File: config.mk
export PLATFORM = sky130hd
export DESIGN_NAME = sfu_poly_eval
export DESIGN_NICKNAME = d
export VERILOG_FILES = /design/src/rtl/sfu_pkg.sv /design/src/rtl/sfu_poly_mac.sv /design/src/rtl/sfu_poly_eval.sv
export SDC_FILE = /design/constraint.sdc
export NUM_CORES = 2
export LEC_CHECK = 0
export BUFFER_PORTS_ARGS = -buffer_cell sky130_fd_sc_hd__buf_2
export CORE_MARGIN = 8
export CORE_UTILIZATION = 50
export CTS_CLUSTER_SIZE = 8
export DETAILED_ROUTE_END_ITERATION = 12
export PLACE_DENSITY_LB_ADDON = 0.3
export SYNTH_ARGS = -nofsm -noshare
export SYNTH_HDL_FRONTEND = slang
export SYNTH_SLANG_ARGS = --single-unit
File: constraint.sdc
create_clock -name clk -period 30.5 [get_ports clk]
set_input_delay 1.525 -clock clk [delete_from_list [all_inputs] [get_ports clk]]
set_output_delay 1.525 -clock clk [all_outputs]
set_load 0.02 [all_outputs]
File: src/rtl/sfu_pkg.sv
// sfu_pkg: shared SFU opcodes, default fixed-point formats and poly-eval FSM states
package sfu_pkg;
  localparam logic [3:0] RCP = 4'd0, SQRT = 4'd1, RSQRT = 4'd2, POW2 = 4'd3, LOG2 = 4'd4,
                         SIN = 4'd5, FMA = 4'd6, TANH = 4'd7, SIGMOID = 4'd8;
  localparam int DEF_Y_WL = 25, DEF_Y_FL = 23;
  localparam int DEF_COEF_WL = 29, DEF_COEF_FL = 26;
  localparam int DEF_RES_WL = 50, DEF_RES_FL = 46;
  typedef enum logic [1:0] {IDLE, EVAL, DONE} state_t;
endpackage

File: src/rtl/sfu_poly_mac.sv
// sfu_poly_mac: one Horner/FMA step, acc*y >>> Y_FL plus an aligned addend, saturated to RES_WL
module sfu_poly_mac #(
  parameter int Y_WL = 25,
  parameter int Y_FL = 23,
  parameter int RES_WL = 50
) (
  input  logic signed [RES_WL-1:0] acc,
  input  logic signed [Y_WL-1:0]   y,
  input  logic signed [RES_WL-1:0] addend,
  input  logic                     fma,
  input  logic signed [8:0]        exp_diff,
  output logic signed [RES_WL-1:0] acc_next,
  output logic                     ovf
);
  localparam int SW = RES_WL + 2;
  logic signed [RES_WL+Y_WL-1:0] prod;
  logic signed [SW-1:0] p, a, sum;
  logic signed [9:0] ed;
  logic [9:0] sh;
  always_comb begin
    prod = acc * y;
    p = SW'(prod >>> Y_FL);
    a = SW'(addend);
    ed = 10'(exp_diff);
    sh = exp_diff[8] ? 10'(-ed) : 10'(ed);
    sum = !fma ? p + a : exp_diff[8] ? a + (p >>> sh) : (a >>> sh) + p;
    ovf = sum[SW-1:RES_WL-1] != '0 && sum[SW-1:RES_WL-1] != '1;
    acc_next = ovf ? {sum[SW-1], {(RES_WL-1){~sum[SW-1]}}} : sum[RES_WL-1:0];
  end
endmodule

File: src/rtl/sfu_poly_eval.sv
// sfu_poly_eval: iterative Horner polynomial / FMA evaluator sharing one multiply-add step
module sfu_poly_eval
  import sfu_pkg::*;
#(
  parameter int MAX_ORDER = 2,
  parameter int Y_WL = DEF_Y_WL,
  parameter int Y_FL = DEF_Y_FL,
  parameter int COEF_WL = DEF_COEF_WL,
  parameter int COEF_FL = DEF_COEF_FL,
  parameter int RES_WL = DEF_RES_WL,
  parameter int RES_FL = DEF_RES_FL
) (
  input  logic                                 clk,
  input  logic                                 rst_n,
  input  logic                                 in_valid,
  output logic                                 in_ready,
  input  logic [3:0]                           in_op,
  input  logic [$clog2(MAX_ORDER+1)-1:0]       in_ord,
  input  logic                                 in_skip,
  input  logic signed [Y_WL-1:0]               in_y,
  input  logic [(MAX_ORDER+1)*COEF_WL-1:0]     in_coef,
  input  logic signed [8:0]                    in_exp_diff,
  output logic                                 out_valid,
  input  logic                                 out_ready,
  output logic signed [RES_WL-1:0]             out_result,
  output logic                                 out_ovf
);
  localparam int OW = $clog2(MAX_ORDER + 1);
  localparam int SH = RES_FL - COEF_FL;
  state_t state, state_nx;
  logic [MAX_ORDER:0][COEF_WL-1:0] ci, c_r;
  logic signed [Y_WL-1:0] y_r;
  logic signed [8:0] ed_r;
  logic fma_r, fma_in, go, ovf, mac_ovf;
  logic [OW-1:0] cnt, n;
  logic signed [RES_WL-1:0] acc, addend, mac_res;

  function automatic logic signed [RES_WL-1:0] align(input logic [COEF_WL-1:0] c);
    return RES_WL'($signed(c)) <<< SH;
  endfunction

  assign ci = in_coef;
  assign fma_in = in_op == FMA;
  // FMA always runs exactly one step using c1*y + c0
  assign n = fma_in ? OW'(1) : (in_ord > OW'(MAX_ORDER) ? OW'(MAX_ORDER) : in_ord);
  assign in_ready = state == IDLE;
  assign go = in_valid && in_ready;
  assign out_valid = state == DONE;
  assign out_result = acc;
  assign out_ovf = ovf;
  assign addend = align(c_r[cnt - 1'b1]);

  sfu_poly_mac #(.Y_WL(Y_WL), .Y_FL(Y_FL), .RES_WL(RES_WL)) u_mac (
    .acc(acc),
    .y(y_r),
    .addend(addend),
    .fma(fma_r),
    .exp_diff(ed_r),
    .acc_next(mac_res),
    .ovf(mac_ovf)
  );

  always_comb begin
    state_nx = state;
    case (state)
      IDLE: if (go) state_nx = (in_skip || n == '0) ? DONE : EVAL;
      EVAL: if (cnt == OW'(1)) state_nx = DONE;
      DONE: if (out_ready) state_nx = IDLE;
      default: state_nx = IDLE;
    endcase
  end

  always_ff @(posedge clk or negedge rst_n) begin
    if (!rst_n) begin
      state <= IDLE;
      acc <= '0;
      ovf <= 1'b0;
      cnt <= '0;
      y_r <= '0;
      c_r <= '0;
      ed_r <= '0;
      fma_r <= 1'b0;
    end else begin
      state <= state_nx;
      if (go) begin
        y_r <= in_y;
        c_r <= in_coef;
        ed_r <= in_exp_diff;
        fma_r <= fma_in;
        cnt <= n;
        ovf <= 1'b0;
        acc <= in_skip ? (fma_in ? align(ci[0]) : '0) : align(ci[n]);
      end else if (state == EVAL) begin
        acc <= mac_res;
        ovf <= ovf | mac_ovf;
        cnt <= cnt - 1'b1;
      end
    end
  end
endmodule

### After elaboration in Yosys (flattened, before gate mapping)

Cells that the tools add are included.

* equality and inequality tests: 8
* add/sub/neg operators: 5
* reductions and logical operators: 8
* multiply operators: 1
* shifts and indexed selects: 2
* $lt $le $gt $ge: 3
* multiplexer cells: 23
* div/mod/pow operators: 0
* bitwise gates (word level): 2

Operators with widths (number)
* two-way mux 50 bit: 5
* binary-select mux 29 bit (select 2 bit): 2
* two-way mux 52 bit: 2
* multiplier 50 x 25 -> 75 bit: 1
* two-way mux 29 bit: 2
* adder 49 x 52 -> 52 bit: 1
* adder 52 x 49 -> 52 bit: 1
* adder 52 bit: 1
* >>> shifter 49 x 10 -> 52 bit: 1
* >>> shifter 52 x 10 -> 52 bit: 1
* two-way mux 2 bit: 8
* two-way mux 10 bit: 1
* negator 9 -> 10 bit: 1
* < comparator 2 x 3 -> 1 bit (second input constant): 2
* one-hot mux 2 bit (3 select lines): 1
* equality test 2 x 1 -> 1 bit (second input constant): 2
* equality test 4 x 3 -> 1 bit (second input constant): 1
* zero test 2 bit: 2
* inequality test 2 x 1 -> 1 bit (second input constant): 2
* inequality test 3 bit (second input constant): 1
* AND reduction 3 bit: 1
* nonzero test 3 bit: 1
* equality test 2 bit (second input constant): 1
* > comparator 2 bit (second input constant): 1
* other kinds (8): 10

* latch bits: 0
* bits in writable memories: 0
* input port bits: 132
* output and inout bits: 53
* word-level logic and storage cells: 62
* memories kept: 0
* ROM bits: 0
* bits in registers: 177

### Depth between registers and ports, before layout

* word-level depth: 12
* depth in mapped cells: 51

### Modules after synthesis

From an unflattened synthesis, not the netlist that was laid out.

* cell total of the unflattened synthesis: 8465
* area total of the unflattened synthesis: 68523.2 um^2

By module, submodules not included
* sfu_poly_mac: instances 1, cells each 7524, area each 60128.9 um^2
* sfu_poly_eval: instances 1, cells each 941, area each 8394.3 um^2

### Least setup slack after synthesis

OpenSTA, ideal clock, no wires.

* kind: register to register
* start point: register acc[49], in the netlist out_result[49]
* end point: register acc[7], in the netlist out_result[7]
* setup slack: 18.904 ns
* clock period less this slack: 11.596 ns
* data required time: 30.374 ns
* data arrival time: 11.470 ns
* stages on the path, launching flop included: 45
* path through: dfrtp_1 clkbuf_1 nand2_1 inv_1 fa_1 fa_1 inv_1 fa_1 inv_1 fa_1 fa_1 fa_1 inv_1 fa_1 inv_1 ha_1 buf_2 a21o_1 (+9 left out) mux4_2 a21oi_1 inv_1 ha_1 a211oi_1 o21ai_0 a31oi_1 a2111oi_0 o22a_1 a21oi_1 o21a_1 o21ai_1 xnor2_1 o21ai_2 and2_1 clkbuf_1 o221a_2 a221o_1

* cells in the longest elaborated chain, start to end: 10
* elaborated cells on any way between the ends: 14
* classes of those cells: add/sub: 3; mul: 1; eq/ne: 1; shift: 1; mux: 5; bitwise: 1; reduce/logical: 2

RTL lines
* start: declaration: line sfu_poly_eval.sv:36 `logic signed [RES_WL-1:0] acc, addend, mac_res;`
* start signal: assignment: line sfu_poly_eval.sv:92 `acc <= in_skip ? (fma_in ? align(ci[0]) : '0) : align(ci[n]);`
* start signal: assignment: line sfu_poly_eval.sv:94 `acc <= mac_res;`
* multiplier 50 x 25 -> 75 bit *: line sfu_poly_mac.sv:21 `prod = acc * y;`
* >>> shifter 52 x 10 -> 52 bit: line sfu_poly_mac.sv:26 `sum = !fma ? p + a : exp_diff[8] ? a + (p >>> sh) : (a >>> sh) + p;`
* adder 49 x 52 -> 52 bit: line sfu_poly_mac.sv:26
* two-way mux 52 bit: line sfu_poly_mac.sv:26
* two-way mux 52 bit *: line sfu_poly_mac.sv:26
* inequality test 3 bit or nonzero test 3 bit (tied branches): line sfu_poly_mac.sv:27 `ovf = sum[SW-1:RES_WL-1] != '0 && sum[SW-1:RES_WL-1] != '1;`
* logical AND 1 bit: line sfu_poly_mac.sv:27
* two-way mux 50 bit *: line sfu_poly_mac.sv:28 `acc_next = ovf ? {sum[SW-1], {(RES_WL-1){~sum[SW-1]}}} : sum[RES_WL-1:0];`
* two-way mux 50 bit *: line sfu_poly_eval.sv:93 `end else if (state == EVAL) begin`
* two-way mux 50 bit *: line sfu_poly_eval.sv:85 `if (go) begin`

Mark *: on every way between the ends. The rest lies on a longest branch, timed or not. The select of a mux whose other input is x is not followed.
A chain may end at the register's enable or synchronous reset.

### Worst setup path in the final report

* start point: register y_r[8]
* end point: register acc[7], in the netlist out_result[7]

* cells in the longest elaborated chain, start to end: 10
* elaborated cells on any way between the ends: 14
* classes of those cells: add/sub: 3; mul: 1; eq/ne: 1; shift: 1; mux: 5; bitwise: 1; reduce/logical: 2

RTL lines
* start: declaration: line sfu_poly_eval.sv:32 `logic signed [Y_WL-1:0] y_r;`
* start signal: assignment: line sfu_poly_eval.sv:86 `y_r <= in_y;`
* multiplier 50 x 25 -> 75 bit *: line sfu_poly_mac.sv:21
* >>> shifter 52 x 10 -> 52 bit: line sfu_poly_mac.sv:26
* adder 49 x 52 -> 52 bit: line sfu_poly_mac.sv:26
* two-way mux 52 bit: line sfu_poly_mac.sv:26
* two-way mux 52 bit *: line sfu_poly_mac.sv:26
* inequality test 3 bit or nonzero test 3 bit (tied branches): line sfu_poly_mac.sv:27
* logical AND 1 bit: line sfu_poly_mac.sv:27
* two-way mux 50 bit *: line sfu_poly_mac.sv:28
* two-way mux 50 bit *: line sfu_poly_eval.sv:93
* two-way mux 50 bit *: line sfu_poly_eval.sv:85

Marks and branches as above.

==> results by stage <==
Logic synthesis:
- The number of nets handed over by synthesis was 9686.
- Summed over all instances, the cell type with the most area after synthesis is sky130_fd_sc_hd__fa_1.
- In this run, distinct cell masters in the synthesized netlist total 111.
- The count of mapped cells out of synthesis is 8019.
- The share of the Yosys chip area taken by registers is 0.0677.
- Ranked by total cell area, the synthesized netlist is headed by sky130_fd_sc_hd__fa_1, sky130_fd_sc_hd__nand2_1, sky130_fd_sc_hd__inv_1.
- The average instance area after synthesis is 8.15 um^2.
- The synthesized design contains 177 register bits.
- Of all flip-flops after synthesis, the portion carrying an async set or reset was 1.00.
- The cell area that synthesis handed to floorplanning was 65400 um^2.
- In the synthesized netlist the dominant register cell turns out to be sky130_fd_sc_hd__dfrtp_1.
- The warning count from the yosys run is 0.
- The number of synthesized flops with an enable pin is 0.
- Of the post-synthesis cell area, the dominant cell type holds 0.378.

Routing:
- The detailed route wirelength on metal3 is 25400 um.
- The detailed router put a total of 94800 um of wire on met1.
- The first routing iteration left 6831 violations.
- The via density per instance is 6.27.
- The count of nets left with antenna violations once routing finished came out at 0.
- Summed over all nets, wire length on met2 after detailed routing comes to 112000 um.
- The uppermost layer routed is met5.
- After detailed routing, the total wire length is 250000 um.
- The average wire length per cell after detail routing is 26.0 um.
- For this run, design rule violations remaining after detail routing come to 0.
- The overall via count from detail_route is 60404.
- The total iterations of the first detailed-routing run is 7.

Worst setup path:
- At the worst endpoint, the required time is 30890 ps.
- The startpoint-to-endpoint class of the critical path is reg2reg.
- Of all nets on the critical path, the largest fanout is 31.
- The largest individual stage delay along the critical path comes from the cell sky130_fd_sc_hd__dfrtp_1.
- The worst path buffer plus inverter count is 7.
- The cell repeated most along the worst path is sky130_fd_sc_hd__fa_1.
- The kind of start point of the critical path is a flip-flop.
- The instance count on the critical path is 42.
- In this run the worst setup path terminates at out_result[7].
- The worst register-to-register path has a setup slack of 15170 ps.
- Tracing the worst setup path back leads to its startpoint at y_r[8].
- The worst setup path is captured at a flip-flop.
- Grouping stages by cell kind, the critical path spends the most delay in compound AO/OA/AOI/OAI gates.
- The startpoint of the worst-slack reg-to-reg timing path is y_r[8].
- Data on the critical path arrives at its endpoint at 15720 ps.
- The worst-case reg-to-reg path depth is 42.
- The critical register-to-register path endpoint is out_result[7].
- The biggest cell delay along the critical path is 1110 ps.

Timing:
- In the finished design, the share of the clock period the worst path needs comes to 0.502.
- The maximum clock frequency is 65.2 MHz.
- Subtracting the final worst setup slack from the clock period gives 15330 ps.
- The headroom to the max-slew limit is 0.100.
- The clock arrives with 33.4 ps of skew.
- The final total negative setup slack is 0 ps.
- Setup repair after global routing left no endpoint under its margin.
- The worst-margin pin slew is 1330 ps.
- The hold violation count in the final report came to 0.
- The max-slew violation count was 0.
- Setup violations remaining at the end of the flow were counted as 0.

Job:
- Max-cap violations in this run came to 0.

Worst hold path:
- The startpoint of the worst hold path is c_r[6].
- The classification of the worst-slack hold path is reg2reg.

Global routing:
- The number of global-route vias before repair is 61542.
- The number of antenna violations at the first check in global routing is 11.
- The global routing usage summed across all routing layers is 0.350.
- The wire length of the first global-routing pass is 382000 um.
- Entering global routing, the biggest net connects 73 pins.
- The total overflow left after global routing is 0.

Floorplanning:
- The core area is 130000 um^2.
- The die footprint is 143000 um^2.
- The die span in y is 378 um.
- For this configuration, the core starts out at a cell density of 0.504.
- The I/O pin total is 185.
- The floorplan step set the die width to 378 um.
- After floorplanning, the core was divided into 132 placement rows.

Place:
- Buffers placed on the I/O ports in this run total 184.
- The placer's final routability congestion estimate is 1.09.
- Once detailed placement completed, the half-perimeter wirelength came to 195000 um.

Final layout:
- Of the cells placed in the final design, the portion with a size suffix greater than 1 is 0.0670.
- The final layout contains 9537 nets.
- The relative area change from synthesis to final layout is 4.75%.
- The layout has 12258 filler cells.

CTS:
- The clock-pin slew on the worst setup and hold paths is 100 ps.
- The total clock buffers created by CTS is 17.
- Once the clock tree was built, the resizer swapped 0 gates to a different size.
- The later pin in the worst-skew pair is clocked with a latency of 540 ps.
- The number of H-tree levels is 4.
- The post-CTS setup buffer count is 0.
- The number of sinks handled by clock tree synthesis is 177.
- The clock root buffer is sky130_fd_sc_hd__clkbuf_16.
- TritonCTS built the clock tree.
- In this run, post-CTS hold repair placed 0 buffers.
- The buffer depth of the longest clock path is 2.

Outcome:
- The run finished with clean final reports.
[worst min-delay path by stage]
stage / end / slack [ps] / cells after the start
2_1_floorplan: c_r[58] / 440 / 2
3_3_place_gp: c_r[22] / 450 / 2
3_5_place_dp: c_r[6] / 460 / 2
4_1_cts: c_r[6] / 480 / 2
5_1_grt: c_r[35] / 490 / 2
6_report: c_r[6] / 480 / 2
[cell usage in the layout (no fill, tap or decap), drive strengths merged, types with 21 or more instances in the layout]
cell type,netlist,layout
a2111oi,26,26
a211oi,81,81
a21o,77,77
a21oi,385,385
a221oi,23,23
a222oi,24,24
a22o,30,30
a22oi,21,21
a31oi,62,62
and2,499,499
and3,25,25
buf,74,336
dfrtp,177,177
fa,1235,1235
ha,300,300
inv,1207,1215
mux2,42,42
mux2i,142,142
nand2,1524,1524
nand2b,35,35
nand3,67,67
nand4,57,57
nor2,345,345
nor3,100,100
nor4,32,32
o211ai,72,72
o21a,48,48
o21ai,311,311
o21bai,27,27
o31ai,35,35
or3,36,36
xnor2,93,93
xor2,51,51
[synth_stat cells (15+ instances only)]
master                      instances
sky130_fd_sc_hd__a2111oi_0         17
sky130_fd_sc_hd__a211o_1           19
sky130_fd_sc_hd__a211oi_1          78
sky130_fd_sc_hd__a21boi_0          15
sky130_fd_sc_hd__a21o_1            77
sky130_fd_sc_hd__a21oi_1          382
sky130_fd_sc_hd__a221o_1           20
sky130_fd_sc_hd__a221oi_1          21
sky130_fd_sc_hd__a222oi_1          24
sky130_fd_sc_hd__a22o_1            30
sky130_fd_sc_hd__a22oi_1           21
sky130_fd_sc_hd__a311oi_1          19
sky130_fd_sc_hd__a31oi_1           60
sky130_fd_sc_hd__and2_1           498
sky130_fd_sc_hd__and3_1            25
sky130_fd_sc_hd__buf_1             34
sky130_fd_sc_hd__buf_2             34
sky130_fd_sc_hd__clkbuf_1         431
sky130_fd_sc_hd__dfrtp_1          177
sky130_fd_sc_hd__fa_1            1235
sky130_fd_sc_hd__ha_1             300
sky130_fd_sc_hd__inv_1           1207
sky130_fd_sc_hd__mux2_2            42
sky130_fd_sc_hd__mux2i_1          142
sky130_fd_sc_hd__nand2_1         1522
sky130_fd_sc_hd__nand2b_1          35
sky130_fd_sc_hd__nand3_1           67
sky130_fd_sc_hd__nand4_1           55
sky130_fd_sc_hd__nor2_1           343
sky130_fd_sc_hd__nor3_1           100
sky130_fd_sc_hd__nor4_1            28
sky130_fd_sc_hd__o2111ai_1         15
sky130_fd_sc_hd__o211ai_1          71
sky130_fd_sc_hd__o21a_1            48
sky130_fd_sc_hd__o21ai_0          292
sky130_fd_sc_hd__o21ai_1           18
sky130_fd_sc_hd__o21bai_1          27
sky130_fd_sc_hd__o221ai_1          18
sky130_fd_sc_hd__o22ai_1           15
sky130_fd_sc_hd__o31ai_1           34
sky130_fd_sc_hd__or3_1             35
sky130_fd_sc_hd__xnor2_1           93
sky130_fd_sc_hd__xor2_1            51
[cell type report]
cell class / instances / area, um^2 / share of cell area
multi-input cells: 6127 / 54600 / 0.797
inverters: 1210 / 4540 / 0.0663
flip-flops and latches: 177 / 4450 / 0.0650
well taps: 1742 / 2180 / 0.0318
repair buffers: 337 / 2080 / 0.0303
clock buffers: 18 / 439 / 0.00641
clock inverters: 14 / 159 / 0.00232
diodes: 9 / 22.5 / 0.000329
[worst register-to-register path, delay by kind of cell, from the launching register on]
| kind | cells | cell delay [ps] |
|---|---|---|
| AO/OA/AOI/OAI | 15 | 4920 |
| adder cells (fa/ha/maj) | 9 | 4260 |
| AND/OR/NAND/NOR | 8 | 2210 |
| flip-flops | 1 | 1110 |
| buffers and inverters | 7 | 1040 |
| multiplexers | 2 | 920 |
| XOR/XNOR | 1 | 750 |
[layer usage]
layer,vias up,GRT usage
met5,-,0
met4,4,0.204
met3,900,0.0762
met2,3596,0.546
met1,30342,0.448
li1,25562,-
[metrics by stage]
step / instance area (um^2) / hold slack (ps) / setup WS [ps] / util / cells
after floorplan: 65400 / 440 / 18900 / - / 8019
after global placement: 67900 / 452 / 16010 / 0.524 / 9593
after detailed placement: 67900 / 459 / 15690 / 0.524 / 9593
after CTS: 68500 / 478 / 15620 / 0.528 / 9625
after global routing: 68500 / 493 / 14660 / 0.528 / 9626
final: 68500 / 477 / 15170 / 0.528 / 9634
[registers in the layout, indices dropped and copies added, names as in the netlist]
| register | cells |
|---|---|
| y_r | 25 |
| c_r | 87 |
| ed_r | 9 |
| cnt | 2 |
| out_result | 50 |
| state | 2 |
| out_ovf | 1 |
| fma_r | 1 |
[cells by family (layout without fill, tap and decap cells)]
family | count (synthesis) | after routing | share of synthesized area
other cells | 0 | 9 | 0
xor+xnor | 144 | 144 | 0.0193
simple gates | 2788 | 2788 | 0.195
buf+inv | 1715 | 1579 | 0.0995
compound gates | 1467 | 1467 | 0.151
fa+ha+maj | 1535 | 1535 | 0.435
flops | 177 | 177 | 0.0677
mux | 193 | 193 | 0.0321
Power is left out: the tool's default activity adds up to more than one toggle a clock period on the data nets, which glitch-free logic cannot reach.
